===== src/rtl/mvu_pkg.sv =====
// mvu_pkg: shared MVU widths and the APB command/response records used by the APB initiator.
package mvu_pkg;
   localparam int APB_ADDR_WIDTH = 32;
   localparam int APB_DATA_WIDTH = 32;

   typedef struct packed {
      logic                      write;
      logic [APB_ADDR_WIDTH-1:0] addr;
      logic [APB_DATA_WIDTH-1:0] wdata;
   } apb_cmd_t;

   typedef struct packed {
      logic [APB_DATA_WIDTH-1:0] rdata;
      logic                      err;
      logic                      timeout;
   } apb_rsp_t;
endpackage


===== src/rtl/mvu_apb_master.sv =====
// mvu_apb_master: single-outstanding APB3 initiator bridging a cmd/rsp valid-ready stream to the MVU CSR slave.
module mvu_apb_master
   import mvu_pkg::*;
#(
   parameter int ADDR_WIDTH     = APB_ADDR_WIDTH,
   parameter int DATA_WIDTH     = APB_DATA_WIDTH,
   parameter int TIMEOUT_CYCLES = 256
) (
   input  logic                  clk,
   input  logic                  rst_n,
   input  logic                  cmd_valid,
   output logic                  cmd_ready,
   input  logic                  cmd_write,
   input  logic [ADDR_WIDTH-1:0] cmd_addr,
   input  logic [DATA_WIDTH-1:0] cmd_wdata,
   output logic                  rsp_valid,
   input  logic                  rsp_ready,
   output logic [DATA_WIDTH-1:0] rsp_rdata,
   output logic                  rsp_err,
   output logic                  rsp_timeout,
   output logic [ADDR_WIDTH-1:0] paddr,
   output logic [DATA_WIDTH-1:0] pwdata,
   output logic                  pwrite,
   output logic                  psel,
   output logic                  penable,
   input  logic [DATA_WIDTH-1:0] prdata,
   input  logic                  pready,
   input  logic                  pslverr,
   output logic                  busy
);
   localparam int WDW = TIMEOUT_CYCLES > 0 ? $clog2(TIMEOUT_CYCLES + 1) : 1;
   localparam logic [WDW-1:0] WD_LAST = TIMEOUT_CYCLES > 0 ? WDW'(TIMEOUT_CYCLES - 1) : '0;

   typedef enum logic [1:0] {IDLE, SETUP, ACCESS, RESP} state_t;

   state_t         state, state_nx;
   logic           live;
   logic [WDW-1:0] wd;
   logic           expire, accept;

   // live keeps cmd_ready low for the reset cycle itself, so it only rises once rst_n is released
   assign cmd_ready = live && state == IDLE;
   assign accept    = cmd_valid && cmd_ready;
   assign expire    = TIMEOUT_CYCLES != 0 && wd == WD_LAST;
   assign psel      = state == SETUP || state == ACCESS;
   assign penable   = state == ACCESS;
   assign rsp_valid = state == RESP;
   assign busy      = state != IDLE;

   always_comb begin
      state_nx = state;
      unique case (state)
         IDLE:    state_nx = accept ? SETUP : IDLE;
         SETUP:   state_nx = ACCESS;
         ACCESS:  state_nx = pready || expire ? RESP : ACCESS;
         RESP:    state_nx = rsp_ready ? IDLE : RESP;
         default: state_nx = IDLE;
      endcase
   end

   always_ff @(posedge clk) begin
      if (!rst_n) begin
         state <= IDLE;
         live  <= 1'b0;
      end else begin
         state <= state_nx;
         live  <= 1'b1;
      end
   end

   always_ff @(posedge clk) begin
      if (!rst_n) begin
         paddr       <= '0;
         pwdata      <= '0;
         pwrite      <= 1'b0;
         wd          <= '0;
         rsp_rdata   <= '0;
         rsp_err     <= 1'b0;
         rsp_timeout <= 1'b0;
      end else begin
         if (accept) begin
            paddr  <= cmd_addr;
            pwdata <= cmd_wdata;
            pwrite <= cmd_write;
            wd     <= '0;
         end
         if (state == ACCESS) begin
            // pready is checked first so a completion on the expiry cycle stays a normal response
            if (pready) begin
               rsp_rdata   <= pwrite ? '0 : prdata;
               rsp_err     <= pslverr;
               rsp_timeout <= 1'b0;
            end else begin
               if (wd != '1) wd <= wd + WDW'(1);
               if (expire) begin
                  rsp_rdata   <= '0;
                  rsp_err     <= 1'b1;
                  rsp_timeout <= 1'b1;
               end
            end
         end
      end
   end
endmodule


===== config.mk =====
export PLATFORM = sky130hd
export DESIGN_NAME = mvu_apb_master
export DESIGN_NICKNAME = d
export VERILOG_FILES = /design/src/rtl/mvu_pkg.sv /design/src/rtl/mvu_apb_master.sv
export SDC_FILE = /design/constraint.sdc
export NUM_CORES = 1
export LEC_CHECK = 0
export ABC_AREA = 1
export BUFFER_PORTS_ARGS = -buffer_cell sky130_fd_sc_hd__buf_2
export CAP_MARGIN = 20
export CORE_MARGIN = 10
export CORE_UTILIZATION = 45
export CTS_CLUSTER_SIZE = 25
export DETAILED_ROUTE_END_ITERATION = 12
export PLACE_DENSITY = 0.86
export SLEW_MARGIN = 20
export SYNTH_ARGS = -nofsm -noshare
export SYNTH_HDL_FRONTEND = slang
export SYNTH_SLANG_ARGS = --single-unit

===== constraint.sdc =====
create_clock -name clk -period 2.4 [get_ports clk]
set_input_delay 0 -clock clk [delete_from_list [all_inputs] [get_ports clk]]
set_output_delay 0 -clock clk [all_outputs]
set_load 0.03 [all_outputs]

==> impl_metrics.yaml, run 1 <==
worst_setup_path:
  cp_slowest_cell: "sky130_fd_sc_hd__nor4_1"
  worstReg2RegEnd: "rsp_rdata[28]$_SDFFE_PN0P_"
  critical_path.most_common_cell: "sky130_fd_sc_hd__ha_1"
  worst-setup-path-type: "flop to flop"
  worstSetupStartpointType: "flop"
  worst_path_largest_cell_delay_ns: 0.42
  number_of_cell_instances_on_the_worst_register_to_register_path: 8
  worst_ep_required_time_ns: 2.68
  critPathCaptureType: "flop"
  r2r_slack_ns: 0.29
  crit-reg2reg-launch: "wd[1]$_SDFF_PN0_"
  worst_ep_arrival_time_ns: 2.39
  crit_chain: "ha_1 -> nand2_1 -> nor4_1 -> ha_1 -> o21ai_2 -> inv_4 -> nand3_1 -> a21oi_1"
  critical_path_peak_fanout: 34
drt:
  wl_per_cell_um: 18.5
  post-route-drc-count: 0
  drt-pass1-iter-count: 8
  wire_length_after_detailed_routing_um: 17400
  routed_via_density: 5.40
  route.vias.total: 5058
  detailedRoute.firstIterationViolations: 551
  final_antenna_net_count: 0
synth:
  average_cell_area_after_synthesis_um2: 7.76
  synth.cell_area_mm2: 0.00413
  synth.net_count: 643
  ys_warn_count: 0
  synth_cell_type_count: 24
  synthesis.instances: 533
  yosysSeqAreaShare: 0.538
  synth_seq_cells: 111
timing:
  fmax_ghz: 0.474
  post-route-min-period_ns: 2.11
  finalSetupViolations: 0
  period_share: 0.878
  worst_pin_slew_ns: 0.595
  timing.hold.ws_ns: 0.0962
  timing.clock.skew_ns: 0.0143
  rsz0062_at_grt: "no"
  hold_viol_final: 0
  worst_slack_ns: 0.292
  relSlewSlack: 0.603
  timing.setup.tns_ns: 0
  drv_slew: 0
placement:
  placed_cells: 821
  dpl_cell_area_mm2: 0.00521
  gpl.final_weighted_congestion: 0.848
  numPortBuffers: 206
  place_hpwl_um: 10000
  pre_cts_worst_setup_slack_ns: 0.220
global_route:
  largest_net_degree_at_the_start_of_global_routing: 58
  gr-total-overflow: 0
  vias_in_the_first_global_route: 5108
  grt_first_pass_wirelength_um: 26900
  grtUsageTotal: 0.248
  grt_antenna_before_repair: 0
pwr:
  switchingPower_mw: 1.10
  power.leakage_nw: 2.87
  power_frac_seq: 0.526
  share_comb_of_total_power: 0.183
  worst_vdd_ir_mv: 0.333
  power.density_cell_area_mw_per_mm2: 579
  clockPowerShare: 0.291
  swShare: 0.298
  p_int_mw: 2.60
  totalPowerFinal_mw: 3.70
worst_hold_path:
  holdPathEnd: "wd[7]$_SDFF_PN0_"
  worstHoldPathType: "input port to flop"
  min_delay_path_depth: 5
  hold_start: "pready"
cts:
  cts-root-to-sink-buffers: 2
  cts_root_buffer: "sky130_fd_sc_hd__clkbuf_8"
  postCtsSetupRepairBufs: 0
  cts_made_buffers: 9
  cts.htree.levels: 3
  cts_sinks: 111
  clk_lat_worst_skew_ns: 0.37
  clk_pin_slew_ns: 0.11
  tritoncts: "built"
floorplan:
  num_io_pins: 207
  die-area_mm2: 0.0134
  initial_utilization: 0.467
  die_h_um: 116
  core_mm2: 0.00885
  die_width_um: 116
  floorplan.rows: 34
layout:
  area_delta_synth_final_pct: 54.7
  nNetsFinal: 934
  postLayoutCellArea_mm2: 0.00640
  final_common_cell: "sky130_fd_sc_hd__buf_2"
  layout.cells.most_common_list: "sky130_fd_sc_hd__buf_2, sky130_fd_sc_hd__nand2_1, sky130_fd_sc_hd__dfxtp_1, sky130_fd_sc_hd__a21oi_1, sky130_fd_sc_hd__dlygate4sd3_1"
  final_core_utilization: 0.723
  fill_cells: 557
  post_layout_nonfiller_instances: 937
  n_antenna_cell: 0
  drive_above_1_share: 0.286
flow_run:
  drv.max_cap_violation_count: 0
status:
  status: "completed"
==> timing repair <==
item / 4_1_cts / 5_1_grt
setup endpoints to repair: 0 / 34
hold buffers: 100 / 0
resized for setup: 0 / 2
hold endpoints to repair: 102 / 0
==> flip-flops by register name (all words and copies together) (netlist names) <==
register / count
wd: 9
pwdata: 32
rsp_timeout: 1
paddr: 32
live: 1
rsp_err: 1
pwrite: 1
rsp_rdata: 32
state: 2
==> worst max path at each step <==
stage | from | to | slack (ns) | cells after the start
after floorplan | wd[1]$_SDFF_PN0_ | rsp_rdata[0]$_SDFFE_PN0P_ | 0.64 | 9
after global placement | wd[0]$_SDFF_PN0_ | rsp_rdata[1]$_SDFFE_PN0P_ | 0.42 | 8
after detailed placement | wd[1]$_SDFF_PN0_ | rsp_rdata[15]$_SDFFE_PN0P_ | 0.22 | 8
after CTS | wd[1]$_SDFF_PN0_ | rsp_rdata[15]$_SDFFE_PN0P_ | 0.19 | 8
after global routing | wd[1]$_SDFF_PN0_ | rsp_rdata[15]$_SDFFE_PN0P_ | 0.04 | 8
final | wd[1]$_SDFF_PN0_ | rsp_rdata[28]$_SDFFE_PN0P_ | 0.29 | 8
==> area by class of cell <==
| class | count | area [um2] | share of cell area |
|---|---|---|---|
| Sequential cell | 111 | 2220 | 0.347 |
| Timing Repair Buffer | 314 | 2100 | 0.329 |
| Multi-Input combinational cell | 368 | 1670 | 0.262 |
| Clock buffer | 11 | 141 | 0.0221 |
| Tap cell | 108 | 135 | 0.0211 |
| Inverter | 20 | 77.6 | 0.0121 |
| Clock inverter | 5 | 42.5 | 0.00665 |
==> power by group through the flow <==
stage	Combinational [mW]	Clock (mW)	Sequential, mW
2_1_floorplan	0.196	0	2.10
5_1_grt	0.724	1.15	1.95
6_report	0.680	1.08	1.95
3_3_place_gp	0.514	0	1.98
3_5_place_dp	0.526	0	1.98
4_1_cts	0.654	1.08	1.94
==> critical path: cells and delay by family, from the launching register on <==
family | cells | cell delay (ns)
simple gates | 3 | 0.68
compound gates | 2 | 0.26
buf+inv | 1 | 0.28
fa+ha+maj | 2 | 0.43
flops | 1 | 0.38
==> synth_stat cells <==
cell type	number	area share
sky130_fd_sc_hd__nor2_1	18	0.016
sky130_fd_sc_hd__o21ai_0	7	0.0085
sky130_fd_sc_hd__nor2_2	2	0.0030
sky130_fd_sc_hd__nand3_1	38	0.046
sky130_fd_sc_hd__buf_2	14	0.017
sky130_fd_sc_hd__o22ai_1	1	0.0015
sky130_fd_sc_hd__nor3b_1	2	0.0036
sky130_fd_sc_hd__clkbuf_1	13	0.012
sky130_fd_sc_hd__buf_1	3	0.0027
sky130_fd_sc_hd__nand3_2	1	0.0024
sky130_fd_sc_hd__inv_2	4	0.0036
sky130_fd_sc_hd__nor3_1	3	0.0036
sky130_fd_sc_hd__inv_1	16	0.015
sky130_fd_sc_hd__o21ai_1	1	0.0012
sky130_fd_sc_hd__dfxtp_1	111	0.54
sky130_fd_sc_hd__o21ai_2	1	0.0021
sky130_fd_sc_hd__ha_1	7	0.021
sky130_fd_sc_hd__buf_6	1	0.0027
sky130_fd_sc_hd__nand2_1	176	0.16
sky130_fd_sc_hd__a31oi_1	1	0.0015
sky130_fd_sc_hd__nor4_1	1	0.0015
sky130_fd_sc_hd__buf_4	3	0.0054
sky130_fd_sc_hd__or2_0	1	0.0015
sky130_fd_sc_hd__a21oi_1	108	0.13
==> routing by layer <==
metal | vias up | routed length (um) | track usage
li1 | 2316 | - | -
met1 | 2295 | 6310 | 0.276
met2 | 398 | 7920 | 0.412
met3 | 49 | 2670 | 0.112
met4 | 0 | 459 | 0.0909
met5 | - | 0 | 0
==> logic make-up (layout without fill, tap and decap cells) <==
family	count (synthesis)	after routing	synth area share
and+or+nand+nor	242	242	0.238
AOI/OAI and AO/OA	119	119	0.146
DFF	111	111	0.538
buffers and inverters	54	350	0.0578
adders and majority gates	7	7	0.0212
Note: power is estimated with default switching activity, not from simulation.
==> inputs of run 2 (changes only) <==
- RECOVER_POWER: unset -> 50
==> run 2 against run 1 <==
Effect of this change: worst hold slack worse by 0.0016 ns; routed wire length down 0.27%; via count about the same; largest power group unchanged; non-clock buffer count unchanged; critical path depth down 2.
==> impl_metrics.yaml, run 2 (synthesis results as in run 1) <==
worst_setup_path:
  worst_ep_required_time_ns: 2.68
  r2r_slack_ns: 0.23
  crit-reg2reg-launch: "state[1]$_SDFF_PN0_"
  worstReg2RegEnd: "paddr[1]$_SDFFE_PN0P_"
  crit_chain: "inv_1 -> ha_1 -> nand3_2 -> clkbuf_2 -> nand2_1 -> a21oi_1"
  critPathCaptureType: "flop"
  number_of_cell_instances_on_the_worst_register_to_register_path: 6
  worst_path_largest_cell_delay_ns: 0.63
  worst_ep_arrival_time_ns: 2.44
  worstSetupStartpointType: "flop"
  critical_path_peak_fanout: 36
  cp_slowest_cell: "sky130_fd_sc_hd__clkbuf_2"
  worst-setup-path-type: "flop to flop"
drt:
  route.vias.total: 5059
  final_antenna_net_count: 0
  wl_per_cell_um: 18.5
  wire_length_after_detailed_routing_um: 17300
  drt-pass1-iter-count: 6
  post-route-drc-count: 0
  detailedRoute.firstIterationViolations: 625
  routed_via_density: 5.40
pwr:
  power.leakage_nw: 2.43
  power.density_cell_area_mw_per_mm2: 588
  worst_vdd_ir_mv: 0.330
  clockPowerShare: 0.292
  swShare: 0.299
  share_comb_of_total_power: 0.179
  switchingPower_mw: 1.10
  p_int_mw: 2.58
  totalPowerFinal_mw: 3.68
  power_frac_seq: 0.530
global_route:
  grtUsageTotal: 0.248
  gr-total-overflow: 0
  grt_antenna_before_repair: 0
  vias_in_the_first_global_route: 5108
  largest_net_degree_at_the_start_of_global_routing: 58
  grt_first_pass_wirelength_um: 26900
layout:
  fill_cells: 638
  drive_above_1_share: 0.159
  nNetsFinal: 934
  postLayoutCellArea_mm2: 0.00626
  layout.cells.most_common_list: "sky130_fd_sc_hd__nand2_1, sky130_fd_sc_hd__dfxtp_1, sky130_fd_sc_hd__a21oi_1, sky130_fd_sc_hd__clkbuf_1, sky130_fd_sc_hd__buf_2"
  final_common_cell: "sky130_fd_sc_hd__nand2_1"
  area_delta_synth_final_pct: 51.5
  post_layout_nonfiller_instances: 937
  largestRegisters: "paddr (32), pwdata (32), rsp_rdata (32)"
  n_antenna_cell: 0
cts:
  clk_lat_worst_skew_ns: 0.37
  cts.htree.levels: 3
  tritoncts: "built"
  clk_pin_slew_ns: 0.10
  cts_sinks: 111
  cts_root_buffer: "sky130_fd_sc_hd__clkbuf_8"
  cts-root-to-sink-buffers: 2
  cts_made_buffers: 9
  postCtsSetupRepairBufs: 0
timing:
  hold_viol_final: 0
  drv_slew: 0
  timing.clock.skew_ns: 0.0126
  post-route-min-period_ns: 2.17
  rsz0062_at_grt: "no"
  timing.setup.tns_ns: 0
  finalSetupViolations: 0
  worst_pin_slew_ns: 0.702
  period_share: 0.902
  fmax_ghz: 0.462
  relSlewSlack: 0.532
floorplan:
  die_width_um: 116
  initial_utilization: 0.467
  floorplan.rows: 34
  num_io_pins: 207
  core_mm2: 0.00885
  die_h_um: 116
  die-area_mm2: 0.0134
worst_hold_path:
  min_delay_path_depth: 5
  holdPathEnd: "wd[7]$_SDFF_PN0_"
  hold_start: "pready"
  worstHoldPathType: "input port to flop"
placement:
  gpl.final_weighted_congestion: 0.848
  dpl_cell_area_mm2: 0.00521
  numPortBuffers: 206
  placed_cells: 821
  place_hpwl_um: 10000
status:
  status: "completed"
flow_run:
  drv.max_cap_violation_count: 0
run 2: cell count changes in the layout (fill, tap and decap cells not counted):
cell                       previous run  this run
sky130_fd_sc_hd__buf_2              206       101
sky130_fd_sc_hd__clkbuf_1             1       106
sky130_fd_sc_hd__buf_4                7         6
sky130_fd_sc_hd__clkbuf_2             0         1
run 2: how the worst max path moves through the flow:
stage | cells after the start | to | slack [ns] | from
detailed placement | 8 | rsp_rdata[15]$_SDFFE_PN0P_ | 0.22 | wd[1]$_SDFF_PN0_
CTS | 8 | rsp_rdata[15]$_SDFFE_PN0P_ | 0.19 | wd[1]$_SDFF_PN0_
floorplan | 9 | rsp_rdata[0]$_SDFFE_PN0P_ | 0.64 | wd[1]$_SDFF_PN0_
global route | 8 | rsp_rdata[15]$_SDFFE_PN0P_ | 0.04 | wd[1]$_SDFF_PN0_
global placement | 8 | rsp_rdata[1]$_SDFFE_PN0P_ | 0.42 | wd[0]$_SDFF_PN0_
finish | 6 | paddr[1]$_SDFFE_PN0P_ | 0.23 | state[1]$_SDFF_PN0_
run 2: per-stage QoR:
| step | worst slack [ns] | hold slack [ns] | utilization |
|---|---|---|---|
| floorplan | 0.642 | 0.0277 | - |
| global placement | 0.416 | 0.226 | 0.589 |
| detailed placement | 0.220 | 0.233 | 0.589 |
| CTS | 0.189 | 0.0289 | 0.723 |
| global route | 0.0357 | 0.123 | 0.708 |
| finish | 0.234 | 0.0946 | 0.708 |
run 2: final cells by class:
type | instances | area (um2) | area share
Clock buffer | 11 | 141 | 0.0226
Inverter | 20 | 77.6 | 0.0124
Timing Repair Buffer | 314 | 1970 | 0.315
Clock inverter | 5 | 42.5 | 0.00679
Multi-Input combinational cell | 368 | 1670 | 0.267
Tap cell | 108 | 135 | 0.0216
Sequential cell | 111 | 2220 | 0.355
run 2: critical path: cells and delay by family (launching register included):
| kind | cells | cell delay [ns] |
|---|---|---|
| compound gates | 1 | 0.23 |
| flops | 1 | 0.42 |
| fa+ha+maj | 1 | 0.22 |
| buf+inv | 2 | 0.72 |
| simple gates | 2 | 0.48 |
run 2: what timing repair did:
action                                  CTS  global route
hold buffers                            100             0
gates resized for setup                   0             2
hold endpoints to repair                102             0
endpoints found under the setup margin    0            34
run 2: metal layers:
metal / vias to the layer above / GRT usage / routed length [um]
met1: 2331 / 0.276 / 6250
met5: - / 0 / 0
met2: 378 / 0.412 / 7960
met4: 0 / 0.0909 / 400
li1: 2311 / - / -
met3: 39 / 0.112 / 2700
run 2: power by group through the flow:
stage	Clock [mW]	Sequential [mW]	Combinational (mW)
after CTS	1.08	1.94	0.654
after floorplan	0	2.10	0.196
after global placement	0	1.98	0.514
after global routing	1.15	1.96	0.704
final	1.07	1.95	0.658
after detailed placement	0	1.98	0.526
==> inputs of run 3 (changes only) <==
- BUFFER_PORTS_ARGS: -buffer_cell sky130_fd_sc_hd__buf_2 -> unset
- CORE_UTILIZATION: 45 -> 62
- DONT_BUFFER_PORTS: unset -> 1
- PLACE_DENSITY: 0.86 -> 0.85
==> run 3 against run 2 <==
Effect of this change: non-clock buffer count is 205 lower; routed wire length fell by 13%; total power shrank 5.7%; critical path type unchanged; highest routed layer unchanged; worst hold slack gained 0.041 ns; largest cell class unchanged; combinational power decreased by 40%; die area shrank 23%; sequential share of layout area rose by 6.3 points; worst setup slack improved by 0.037 ns; global-route usage is 2.6 points higher; utilization grew 12 points; critical path depth unchanged; via count down 17%.
==> impl_metrics.yaml, run 3 (synthesis results as in run 1) <==
timing:
  hold_viol_final: 0
  timing.clock.skew_ns: 0.0109
  post-route-min-period_ns: 2.13
  drv_slew: 0
  finalSetupViolations: 0
  worst_slack_ns: 0.271
  worst_pin_slew_ns: 0.576
  relSlewSlack: 0.615
  rsz0062_at_grt: "no"
  period_share: 0.887
  fmax_ghz: 0.470
  timing.setup.tns_ns: 0
placement:
  numPortBuffers: 0
  gpl.final_weighted_congestion: 0.879
  place_hpwl_um: 8640
  dpl_cell_area_mm2: 0.00414
  pre_cts_worst_setup_slack_ns: 0.282
drt:
  wire_length_after_detailed_routing_um: 15000
  post-route-drc-count: 0
  final_antenna_net_count: 0
  wl_per_cell_um: 21.3
  route.vias.total: 4196
  detailedRoute.firstIterationViolations: 293
  routed_via_density: 5.97
  drt-pass1-iter-count: 5
worst_setup_path:
  worst-setup-path-type: "flop to flop"
  number_of_cell_instances_on_the_worst_register_to_register_path: 6
  number_of_stages_on_the_worst_setup_path: 6
  cp_slowest_cell: "sky130_fd_sc_hd__buf_4"
  cp.buffers_inverters: 2
  worstSetupStartpointType: "flop"
  worst_ep_required_time_ns: 2.67
  critPathCaptureType: "flop"
  worst_path_largest_cell_delay_ns: 0.50
  critical-path-top-delay-family: "simple AND/OR/NAND/NOR gates"
  crit_chain: "inv_1 -> ha_1 -> nand3_1 -> buf_4 -> nand2_1 -> a21oi_1"
  critical_path_peak_fanout: 45
  worst_ep_arrival_time_ns: 2.40
pwr:
  worst_vdd_ir_mv: 0.393
  clockPowerShare: 0.285
  switchingPower_uw: 990
  swShare: 0.285
  p_int_mw: 2.48
  power_frac_seq: 0.601
  share_comb_of_total_power: 0.113
  power.leakage_nw: 1.90
  power.density_cell_area_mw_per_mm2: 653
floorplan:
  die_h_um: 102
  initial_utilization: 0.644
  die-area_mm2: 0.0103
  num_io_pins: 207
  floorplan.rows: 29
  core_mm2: 0.00642
  die_width_um: 102
cts:
  clk_lat_worst_skew_ns: 0.36
  cts_made_buffers: 9
  cts_sinks: 111
  cts_root_buffer: "sky130_fd_sc_hd__clkbuf_8"
  clk_pin_slew_ns: 0.10
  tritoncts: "built"
  cts-root-to-sink-buffers: 2
  cts.htree.levels: 3
status:
  status: "completed"
flow_run:
  drv.max_cap_violation_count: 0
layout:
  layout.cells.most_common_list: "sky130_fd_sc_hd__nand2_1, sky130_fd_sc_hd__dfxtp_1, sky130_fd_sc_hd__a21oi_1, sky130_fd_sc_hd__dlygate4sd3_1, sky130_fd_sc_hd__nand3_1"
  fill_cells: 368
  drive_above_1_share: 0.0449
  area_delta_synth_final_pct: 28.5
  largestRegisters: "paddr (32), pwdata (32), rsp_rdata (32)"
  nNetsFinal: 729
  postLayoutCellArea_mm2: 0.00531
  final_common_cell: "sky130_fd_sc_hd__nand2_1"
global_route:
  gr-total-overflow: 0
  grt_first_pass_wirelength_um: 22400
  grt_antenna_before_repair: 3
  grtUsageTotal: 0.275
  largest_net_degree_at_the_start_of_global_routing: 68
  vias_in_the_first_global_route: 4160
worst_hold_path:
  min_delay_path_depth: 4
  worstHoldPathType: "input port to flop"
[run 3: changes by cell type in the layout (fill, tap and decap cells not counted), moves of 3 or more]
| cell | previous run | this run |
|---|---|---|
| sky130_fd_sc_hd__clkinv_4 | 3 | 0 |
| sky130_fd_sc_hd__clkbuf_1 | 106 | 2 |
| sky130_fd_sc_hd__clkinv_2 | 0 | 4 |
| sky130_fd_sc_hd__buf_2 | 101 | 0 |
| sky130_fd_sc_hd__diode_2 | 0 | 3 |
[run 3: worst paths after layout]
check                 startpoint  slack [ns]                         end
max reg2reg  state[1]$_SDFF_PN0_        0.27     pwdata[23]$_SDFFE_PN0P_
max          state[1]$_SDFF_PN0_        0.27     pwdata[23]$_SDFFE_PN0P_
min                       pready        0.14  rsp_rdata[15]$_SDFFE_PN0P_
min reg2reg     wd[1]$_SDFF_PN0_        0.52            wd[1]$_SDFF_PN0_
[run 3: timing repair]
item	4_1_cts	5_1_grt
setup endpoints to repair	0	19
resized for setup	0	1
hold buffers	101	0
buffers inserted	0	0
hold endpoints to repair	109	0
[run 3: tightest hold or removal path: stages]
cell	delay, ns
sky130_fd_sc_hd__o21ai_2	0.05
sky130_fd_sc_hd__buf_4	0.24
sky130_fd_sc_hd__nand2_1	0.09
sky130_fd_sc_hd__a21oi_1	0.06
[run 3: cell type report]
cell class,instances,area [um2],share of cell area
Tap cell,77,96.3,0.0181
Inverter,20,76.3,0.0144
Antenna cell,3,7.51,0.00141
Multi-Input combinational cell,368,1670,0.314
Clock buffer,11,141,0.0266
Sequential cell,111,2220,0.418
Timing Repair Buffer,109,1080,0.203
Clock inverter,4,22.5,0.00424
[run 3: power groups by stage]
stage	clock, mW	combinational (mW)	sequential [mW]
finish	0.990	0.393	2.09
global route	1.06	0.424	2.09
CTS	0.987	0.373	2.08
detailed placement	0	0.234	2.13
global placement	0	0.222	2.12
floorplan	0	0.196	2.10
[run 3: per-stage QoR]
stage / util / hold slack, ns / power, mW / std cells
floorplan: - / 0.0277 / 2.30 / 533
global placement: 0.644 / 0.0290 / 2.35 / 584
detailed placement: 0.644 / 0.0286 / 2.36 / 584
CTS: 0.827 / 0.0970 / 3.44 / 700
global route: 0.827 / 0.160 / 3.58 / 703
finish: 0.827 / 0.135 / 3.47 / 703
[run 3: per-layer routing]
metal  global-route usage  part of all wire  vias to the layer above
met1                0.292              0.34                     1917
met3                0.133              0.16                       48
li1                     -                 -                     1902
met2                0.450              0.47                      329
met4                0.132             0.031                        0
met5                    0                 0                        -
